===== config.mk =====
export PLATFORM = sky130hd
export DESIGN_NAME = pla_sop_pipe
export DESIGN_NICKNAME = d
export VERILOG_FILES = /design/src/rtl/pla_sop_pipe.sv
export SDC_FILE = /design/constraint.sdc
export NUM_CORES = 2
export LEC_CHECK = 0
export CORE_MARGIN = 2
export CORE_UTILIZATION = 55
export CTS_BUF_LIST = sky130_fd_sc_hd__clkbuf_4
export DETAILED_ROUTE_END_ITERATION = 16
export PLACE_DENSITY = 0.74
export SLEW_MARGIN = 20
export SYNTH_ARGS = -nofsm -noshare
export SYNTH_HDL_FRONTEND = slang
export SYNTH_SLANG_ARGS = --single-unit

===== constraint.sdc =====
create_clock -name clk -period 4.5 [get_ports clk]
set_clock_uncertainty 0.05 [all_clocks]
set_input_delay 0.9 -clock clk [delete_from_list [all_inputs] [get_ports clk]]
set_output_delay 0.9 -clock clk [all_outputs]
set_load 0.005 [all_outputs]

===== src/rtl/pla_sop_pipe.sv =====
// -----------------------------------------------------------------------------
// pla_sop_pipe
//   Two-stage pipelined, runtime-programmable sum-of-products evaluator.
//   All lanes are evaluated against one shared cube table. Each lane yields a
//   complementary pair: a positive output gated by the lane's enable field and
//   a negative output gated by its inverse.
//
//   Configuration is double-buffered. cfg_we writes one shadow entry, and
//   cfg_commit copies the whole shadow table into the active table. Only
//   stage 1 reads the active table, so a commit never corrupts a sample that
//   is already in flight.
//
//   Optional feature macro: PLA_SOP_STATS_EN. When it is defined, the stat_cnt
//   port and its saturating counter are added.
//
// Ports
//   clk, rst_n   rising-edge clock, asynchronous active-low reset
//   in_valid     upstream sample offered
//   in_ready     upstream sample accepted when in_valid & in_ready
//   in_data      LANES*FIELDS bits; field f of lane l is at bit f*LANES+l
//   out_valid    result present
//   out_ready    downstream accepts the result
//   out_z        bit l = positive output of lane l,
//                bit LANES+l = negative output of lane l
//   cfg_we       write one shadow entry {cfg_tv, cfg_pol, cfg_care, cfg_val}
//   cfg_addr     shadow entry index; a value >= TERMS is ignored
//   cfg_care     per-field care mask
//   cfg_val      per-field required value
//   cfg_pol      0 = term feeds the positive OR, 1 = term feeds the negative OR
//   cfg_tv       term valid
//   cfg_commit   copy the shadow table to the active table
//   stat_cnt     (PLA_SOP_STATS_EN only) count of output handshakes that
//                carry any positive bit; saturates, cleared by commit
// -----------------------------------------------------------------------------
module pla_sop_pipe #(
  parameter int LANES    = 8,
  parameter int FIELDS   = 16,
  parameter int TERMS    = 8,
  parameter int EN_FIELD = 5,
  localparam int AW      = $clog2(TERMS)
) (
  input  logic                    clk,
  input  logic                    rst_n,
  input  logic                    in_valid,
  output logic                    in_ready,
  input  logic [LANES*FIELDS-1:0] in_data,
  output logic                    out_valid,
  input  logic                    out_ready,
  output logic [2*LANES-1:0]      out_z,
  input  logic                    cfg_we,
  input  logic [AW-1:0]           cfg_addr,
  input  logic [FIELDS-1:0]       cfg_care,
  input  logic [FIELDS-1:0]       cfg_val,
  input  logic                    cfg_pol,
  input  logic                    cfg_tv,
  input  logic                    cfg_commit
`ifdef PLA_SOP_STATS_EN
  ,
  output logic [15:0]             stat_cnt
`endif
);

  typedef struct packed {
    logic              tv;
    logic              pol;
    logic [FIELDS-1:0] care;
    logic [FIELDS-1:0] val;
  } term_t;

  term_t shadow_q [TERMS];
  term_t active_q [TERMS];

  // ---------------------------------------------------------------------------
  // Cube tables
  // ---------------------------------------------------------------------------
  // NOTE: the tables are flops, not RAM, and they must read as all-invalid
  // immediately after reset, so they go in the async reset like any other
  // state. This is only valid because they are small.
  always_ff @(posedge clk or negedge rst_n) begin
    if (!rst_n) begin
      for (int t = 0; t < TERMS; t++) begin
        shadow_q[t] <= '0;
        active_q[t] <= '0;
      end
    end else begin
      // A commit copies the pre-edge shadow. A write in the same cycle lands
      // in the shadow afterwards and is therefore not part of this commit.
      if (cfg_commit) begin
        for (int t = 0; t < TERMS; t++) active_q[t] <= shadow_q[t];
      end
      if (cfg_we && (32'(cfg_addr) < TERMS)) begin
        shadow_q[cfg_addr] <= '{tv: cfg_tv, pol: cfg_pol, care: cfg_care, val: cfg_val};
      end
    end
  end

  // ---------------------------------------------------------------------------
  // Flow control
  // ---------------------------------------------------------------------------
  logic s1_valid, s2_valid;
  logic s1_adv, in_fire;

  assign s1_adv    = s1_valid && (!s2_valid || out_ready);
  assign in_ready  = !s1_valid || s1_adv;
  assign in_fire   = in_valid && in_ready;
  assign out_valid = s2_valid;

  // ---------------------------------------------------------------------------
  // Stage 1 combinational: term match per lane, split by polarity
  // ---------------------------------------------------------------------------
  logic [TERMS-1:0] pos_m_d [LANES];
  logic [TERMS-1:0] neg_m_d [LANES];
  logic [LANES-1:0] en_d;

  // NOTE: every variable written here gets a default at the top of the block.
  // Without the default, a path that skips the assignment would infer a latch.
  // Blocking '=' is correct in combinational logic because 'hit' is a scratch
  // value that is consumed in the same pass.
  always_comb begin
    logic hit;
    hit  = 1'b0;
    en_d = '0;
    for (int l = 0; l < LANES; l++) begin
      pos_m_d[l] = '0;
      neg_m_d[l] = '0;
      en_d[l]    = in_data[EN_FIELD*LANES + l];
      for (int t = 0; t < TERMS; t++) begin
        hit = active_q[t].tv;
        for (int f = 0; f < FIELDS; f++) begin
          if (active_q[t].care[f] && (in_data[f*LANES + l] != active_q[t].val[f])) hit = 1'b0;
        end
        pos_m_d[l][t] = hit && !active_q[t].pol;
        neg_m_d[l][t] = hit &&  active_q[t].pol;
      end
    end
  end

  // ---------------------------------------------------------------------------
  // Stage 1 registers
  // ---------------------------------------------------------------------------
  logic [TERMS-1:0] pos_m_q [LANES];
  logic [TERMS-1:0] neg_m_q [LANES];
  logic [LANES-1:0] en_q;

  always_ff @(posedge clk or negedge rst_n) begin
    if (!rst_n) begin
      s1_valid <= 1'b0;
      en_q     <= '0;
      for (int l = 0; l < LANES; l++) begin
        pos_m_q[l] <= '0;
        neg_m_q[l] <= '0;
      end
    end else begin
      if (in_fire) begin
        s1_valid <= 1'b1;
        en_q     <= en_d;
        for (int l = 0; l < LANES; l++) begin
          pos_m_q[l] <= pos_m_d[l];
          neg_m_q[l] <= neg_m_d[l];
        end
      end else if (s1_adv) begin
        s1_valid <= 1'b0;
      end
    end
  end

  // ---------------------------------------------------------------------------
  // Stage 2: OR-reduce and gate with the enable. Because the gates are
  // complementary, pos and neg of a lane can never both be set.
  // ---------------------------------------------------------------------------
  logic [2*LANES-1:0] z_d;

  always_comb begin
    z_d = '0;
    for (int l = 0; l < LANES; l++) begin
      z_d[l]         =  en_q[l] && (|pos_m_q[l]);
      z_d[LANES + l] = !en_q[l] && (|neg_m_q[l]);
    end
  end

  always_ff @(posedge clk or negedge rst_n) begin
    if (!rst_n) begin
      s2_valid <= 1'b0;
      out_z    <= '0;
    end else begin
      if (s1_adv) begin
        s2_valid <= 1'b1;
        out_z    <= z_d;
      end else if (out_ready) begin
        s2_valid <= 1'b0;
      end
    end
  end

`ifdef PLA_SOP_STATS_EN
  // ---------------------------------------------------------------------------
  // Positive-hit handshake counter. Commit wins over a coincident count.
  // ---------------------------------------------------------------------------
  always_ff @(posedge clk or negedge rst_n) begin
    if (!rst_n) begin
      stat_cnt <= '0;
    end else if (cfg_commit) begin
      stat_cnt <= '0;
    end else if (s2_valid && out_ready && (|out_z[LANES-1:0]) && (stat_cnt != 16'hFFFF)) begin
      stat_cnt <= stat_cnt + 16'd1;
    end
  end
`endif

endmodule


After elaboration in Yosys (flattened, before gate mapping)
Index checks and enable logic that the tools add are counted.

word-level totals
  bits in registers = 698
  input port bits = 171

cells by class
  order comparisons = 2
  equality and inequality tests = 1024
  multiplexer cells = 1031
  bitwise operators = 1
  reduce and logical (&&, ||, !) cells = 1209

operators by type and width
  cell                                                number
  logical AND 1 bit                                   1171
  two-way mux 1 bit                                   1028
  inequality test 1 bit                               1024
  bitwise mux 272 bit                                 1
  OR reduction 8 bit                                  16
  demux 34 bit (select 3 bit)                         1
  two-way mux 34 bit                                  1
  logical NOT 1 bit                                   18
  >= comparator 4 bit, second input constant          1
  < comparator 4 x 1 -> 1 bit, second input constant  1
  NOT 3 -> 4 bit                                      1
  nonzero test 2 bit                                  2
  logical OR 1 bit                                    2

Logic depth before layout (Yosys ltp)
  depth in word-level cells = 19
  depth in mapped cells = 7
  gate-level depth less buffers = 5

Worst setup path before layout
OpenSTA, ideal clock, no wires.

  kind = input -> register
  from = input cfg_addr[0]
  to = register shadow_q[102] in the netlist's numbering
  library setup time = 125 ps
  arrival time = 2073 ps
  setup slack = 2252 ps
  cell stages on the path = 5
  buffers on the path = 2
  cells stage by stage = clkbuf_1 -> nand2b_4 -> nor3b_4 -> buf_6 -> mux2_2

between the ends
  word-level cells in the longest chain between the ends = 6

RTL lines
  what                                                                                             RTL line  text
  from (decl)                                                                                      51        input logic [AW-1:0] cfg_addr,
  NOT 3 -> 4 bit (not written as such) *                                                           92        shadow_q[cfg_addr] <= '{tv: cfg_tv, pol: cfg_pol, care: cfg_care, val: cfg_val};
  >= comparator 4 bit (not written as such) / < comparator 4 x 1 -> 1 bit (equally long branches)  92
  logical AND 1 bit (not written as such)                                                          92
  two-way mux 34 bit (not written as such)                                                         92
  demux 34 bit (select 3 bit) *                                                                    92
  bitwise mux 272 bit *                                                                            92
  to (signal, indexed assignment)                                                                  92
  to (decl)                                                                                        70        term_t shadow_q [TERMS];

Mark *: on every way between the ends. The rest lies on a longest branch, timed or not.
A chain may end at the register's enable or synchronous reset.

Worst setup path after layout
  from = register s2_valid, in the netlist out_valid
  to = output in_ready

between the ends
  word-level cells in the longest chain between the ends = 4

RTL lines
  what                    RTL line  text
  from (decl)             100       logic s1_valid, s2_valid;
  from (signal assigned)  183       s2_valid <= 1'b0;
  from (signal assigned)  187       s2_valid <= 1'b1;
  from (signal assigned)  190       s2_valid <= 1'b0;
  logical NOT 1 bit       103       assign s1_adv = s1_valid && (!s2_valid || out_ready);
  logical OR 1 bit        103
  logical AND 1 bit       103
  logical OR 1 bit        104       assign in_ready = !s1_valid || s1_adv;
  to (decl)               45        output logic in_ready,

Every way passes these cells.

==> flow_summary.yaml <==
synth:
  ys_seq_area_frac: 0.413
  synthXorXnorAreaFrac: 0.212
  synth_flop_cell: "dfrtp_1"
  ys_warn_count: 0
  syn_area_um2: 42300
  synthMuxAreaShare: 0.145
  synth_edf_count: 0
  yosys.area_share.simple: 0.0476
  syn_inst: 3758
  syn_nets: 3929
  synth_top_family_by_area: "XOR/XNOR gates"
  syn_area_per_cell_um2: 11.3
  yosysUniqueCellTypes: 38
  yosys_register_bits: 698
  synth_compound_area_frac: 0.124
  synth_fa_ha_area_frac: 0
  synthArstFlopShare: 1.00
outcome:
  status: "complete, no violations"
cts:
  tritoncts.num_buffers: 178
  clk_latency_ns: 1.13
  clk_pin_slew_ns: 0.07
  clock_sinks: 698
  cts_tree: "done"
  clock_path_buffers: 3
  holdBufCountCts: 1
  root_buffer: "clkbuf_4"
  cts_max_level: 4
  cts_resized: 0
  post-cts-setup-buffer-count: 0
power:
  powerDensity_nw_per_um2: 544
  ir_worst_vdd_v: 0.000391
  finalPower_w: 0.0251
  power_leakage_nw: 20.8
critical_path:
  cp.arrival_ns: 2.22
  crit_path_max_fanout: 4
  r2r_start: "active_q[177]"
  endpoint: "in_ready"
  path_class: "flop to output port"
  critical_path.cell_chain: "nand3b_1 -> clkdlybuf4s50_1"
  cp-start-kind: "flop"
  r2r_cells: 5
  r2r_slack_ns: 1.62
  endpoint_kind: "output port"
  critPathLaunch: "out_valid"
  r2r_end: "pos_m_q[42]"
  crit_slowest_cell: "clkdlybuf4s50_1"
  critPathMaxStageDelay_ns: 0.54
  required_ns: 3.55
final_layout:
  fin_cells: 4896
  final_cell_mix: "xor2_1 (1,024), dfrtp_1 (698), mux2_2 (537)"
  nNetsFinal: 3927
  multi_input_area_um2: 22400
  area.growth.synth_to_final_pct: 9.07
  fillers: 6340
  drive_gt1_frac: 0.243
  final_common_cell: "xor2_1"
  final_area_um2: 46100
  seq_area_um2: 17500
die:
  floorplan.io_pins: 189
  rows: 101
  die_w_um: 281
  dieArea_um2: 79200
  initial_utilization: 0.556
  fp.dieH_um: 281
  design.core.area_um2: 76100
timing:
  fmax_ghz: 0.315
  hold_viol_final: 0
  max_slew.worst_pin.slew_ns: 1.22
  fin_hold_ws_ns: 0.375
  final.min_clock_period_ns: 3.17
  rsz0062_at_grt: "no"
  setup_viol: 0
  timing.final.crit_share: 0.705
  drv_slew: 0
  final.setup.tns_ns: 0
  slew_headroom: 0.181
place:
  dp_hpwl_mm: 144
  place_inst: 4605
  port_buffers: 188
  placed_area_um2: 43900
  gp_congestion: 1.12
detailed_routing:
  first_iter_violations: 5334
  num_vias: 34100
  dr.pass1.iters: 8
  postRouteAntennaNets: 0
  post-route-drc-count: 0
  routed_wl_mm: 198
  vias_per_cell: 6.97
  wl_per_cell_um: 40.5
grt:
  gr-total-overflow: 0
  antenna_found_initial: 14
  grt_pass1_wl_mm: 267
  grt_pass1_vias: 32900
  grt_max_degree: 92
  track_usage: 0.499
worst_hold_path:
  min_path_type: "input port to flop"
flow_run:
  cap_violations: 0
how the worst min path moves through the flow:
| stage | to | from | cells past startpoint | slack (ns) |
|---|---|---|---|---|
| 2_1_floorplan | pos_m_q[14] | pos_m_q[14] | 2 | 0.39 |
| 3_3_place_gp | pos_m_q[9] | pos_m_q[9] | 1 | 0.40 |
| 3_5_place_dp | pos_m_q[22] | pos_m_q[22] | 2 | 0.41 |
| 4_1_cts | active_q[11] | cfg_commit | 2 | 0.33 |
| 5_1_grt | active_q[11] | cfg_commit | 2 | 0.37 |
| 6_report | active_q[11] | cfg_commit | 2 | 0.38 |
cell families after synthesis:
kind of cell / Yosys count
xor+xnor: 1024
simple gates: 361
buf+inv: 473
compound gates: 658
flops: 698
mux: 544
Yosys cell counts, types with 8 or more instances:
cell,instances,share of area
xor2_1,1024,0.21
dfrtp_1,698,0.41
mux2_2,537,0.14
a22oi_1,356,0.063
buf_2,268,0.032
nand2_1,127,0.011
nand4_1,125,0.018
clkbuf_1,93,0.0083
nor4_1,66,0.0098
a222oi_1,64,0.015
o31ai_1,60,0.011
a21o_1,58,0.010
a21boi_0,50,0.0089
buf_1,43,0.0038
buf_6,37,0.0098
a22o_1,20,0.0041
buf_4,20,0.0035
o21ai_0,16,0.0019
or4_1,16,0.0028
clkbuf_2,12,0.0014
a221oi_2,10,0.0035
o41ai_2,10,0.0038
a211oi_1,8,0.0014
metal layers:
| metal | vias to the layer above | global-route usage | routed length (µm) |
|---|---|---|---|
| met5 | - | 0.00183 | 41 |
| met4 | 6 | 0.385 | 19300 |
| met3 | 850 | 0.204 | 25900 |
| met2 | 2645 | 0.697 | 80400 |
| met1 | 17200 | 0.613 | 72500 |
| li1 | 13400 | - | - |
cell type report:
class                      instances  area share
sequential                       698       0.378
clock inverter                    26     0.00624
antenna                           10    0.000542
clock buffer                     254      0.0413
multi-input combinational       2587       0.485
timing repair buffer             291      0.0605
tap                             1030      0.0279
flip-flops by register name, indices dropped and copies added (netlist names):
register   count
en_q           8
out_z         16
active_q     272
neg_m_q       64
s1_valid       1
shadow_q     272
out_valid      1
pos_m_q       64
through the flow:
| step | worst slack, ns | util |
|---|---|---|
| 2_1_floorplan | 2.25 | - |
| 3_3_place_gp | 0.890 | 0.577 |
| 3_5_place_dp | 0.876 | 0.577 |
| 4_1_cts | 1.27 | 0.606 |
| 5_1_grt | 1.25 | 0.606 |
| 6_report | 1.33 | 0.607 |
worst max-delay path, delay by kind of cell, from the launching register on:
family,cells,cell delay [ns]
buf+inv,1,0.54
flops,1,0.40
simple gates,1,0.21
where the power goes:
part | leakage [nW] | internal, W | switching (W)
logic | 10.8 | 0.00350 | 0.00463
registers | 8.66 | 0.00748 | 0.00396
clock network | 1.31 | 0.00286 | 0.00268
Power figures use the tool's default switching activity.
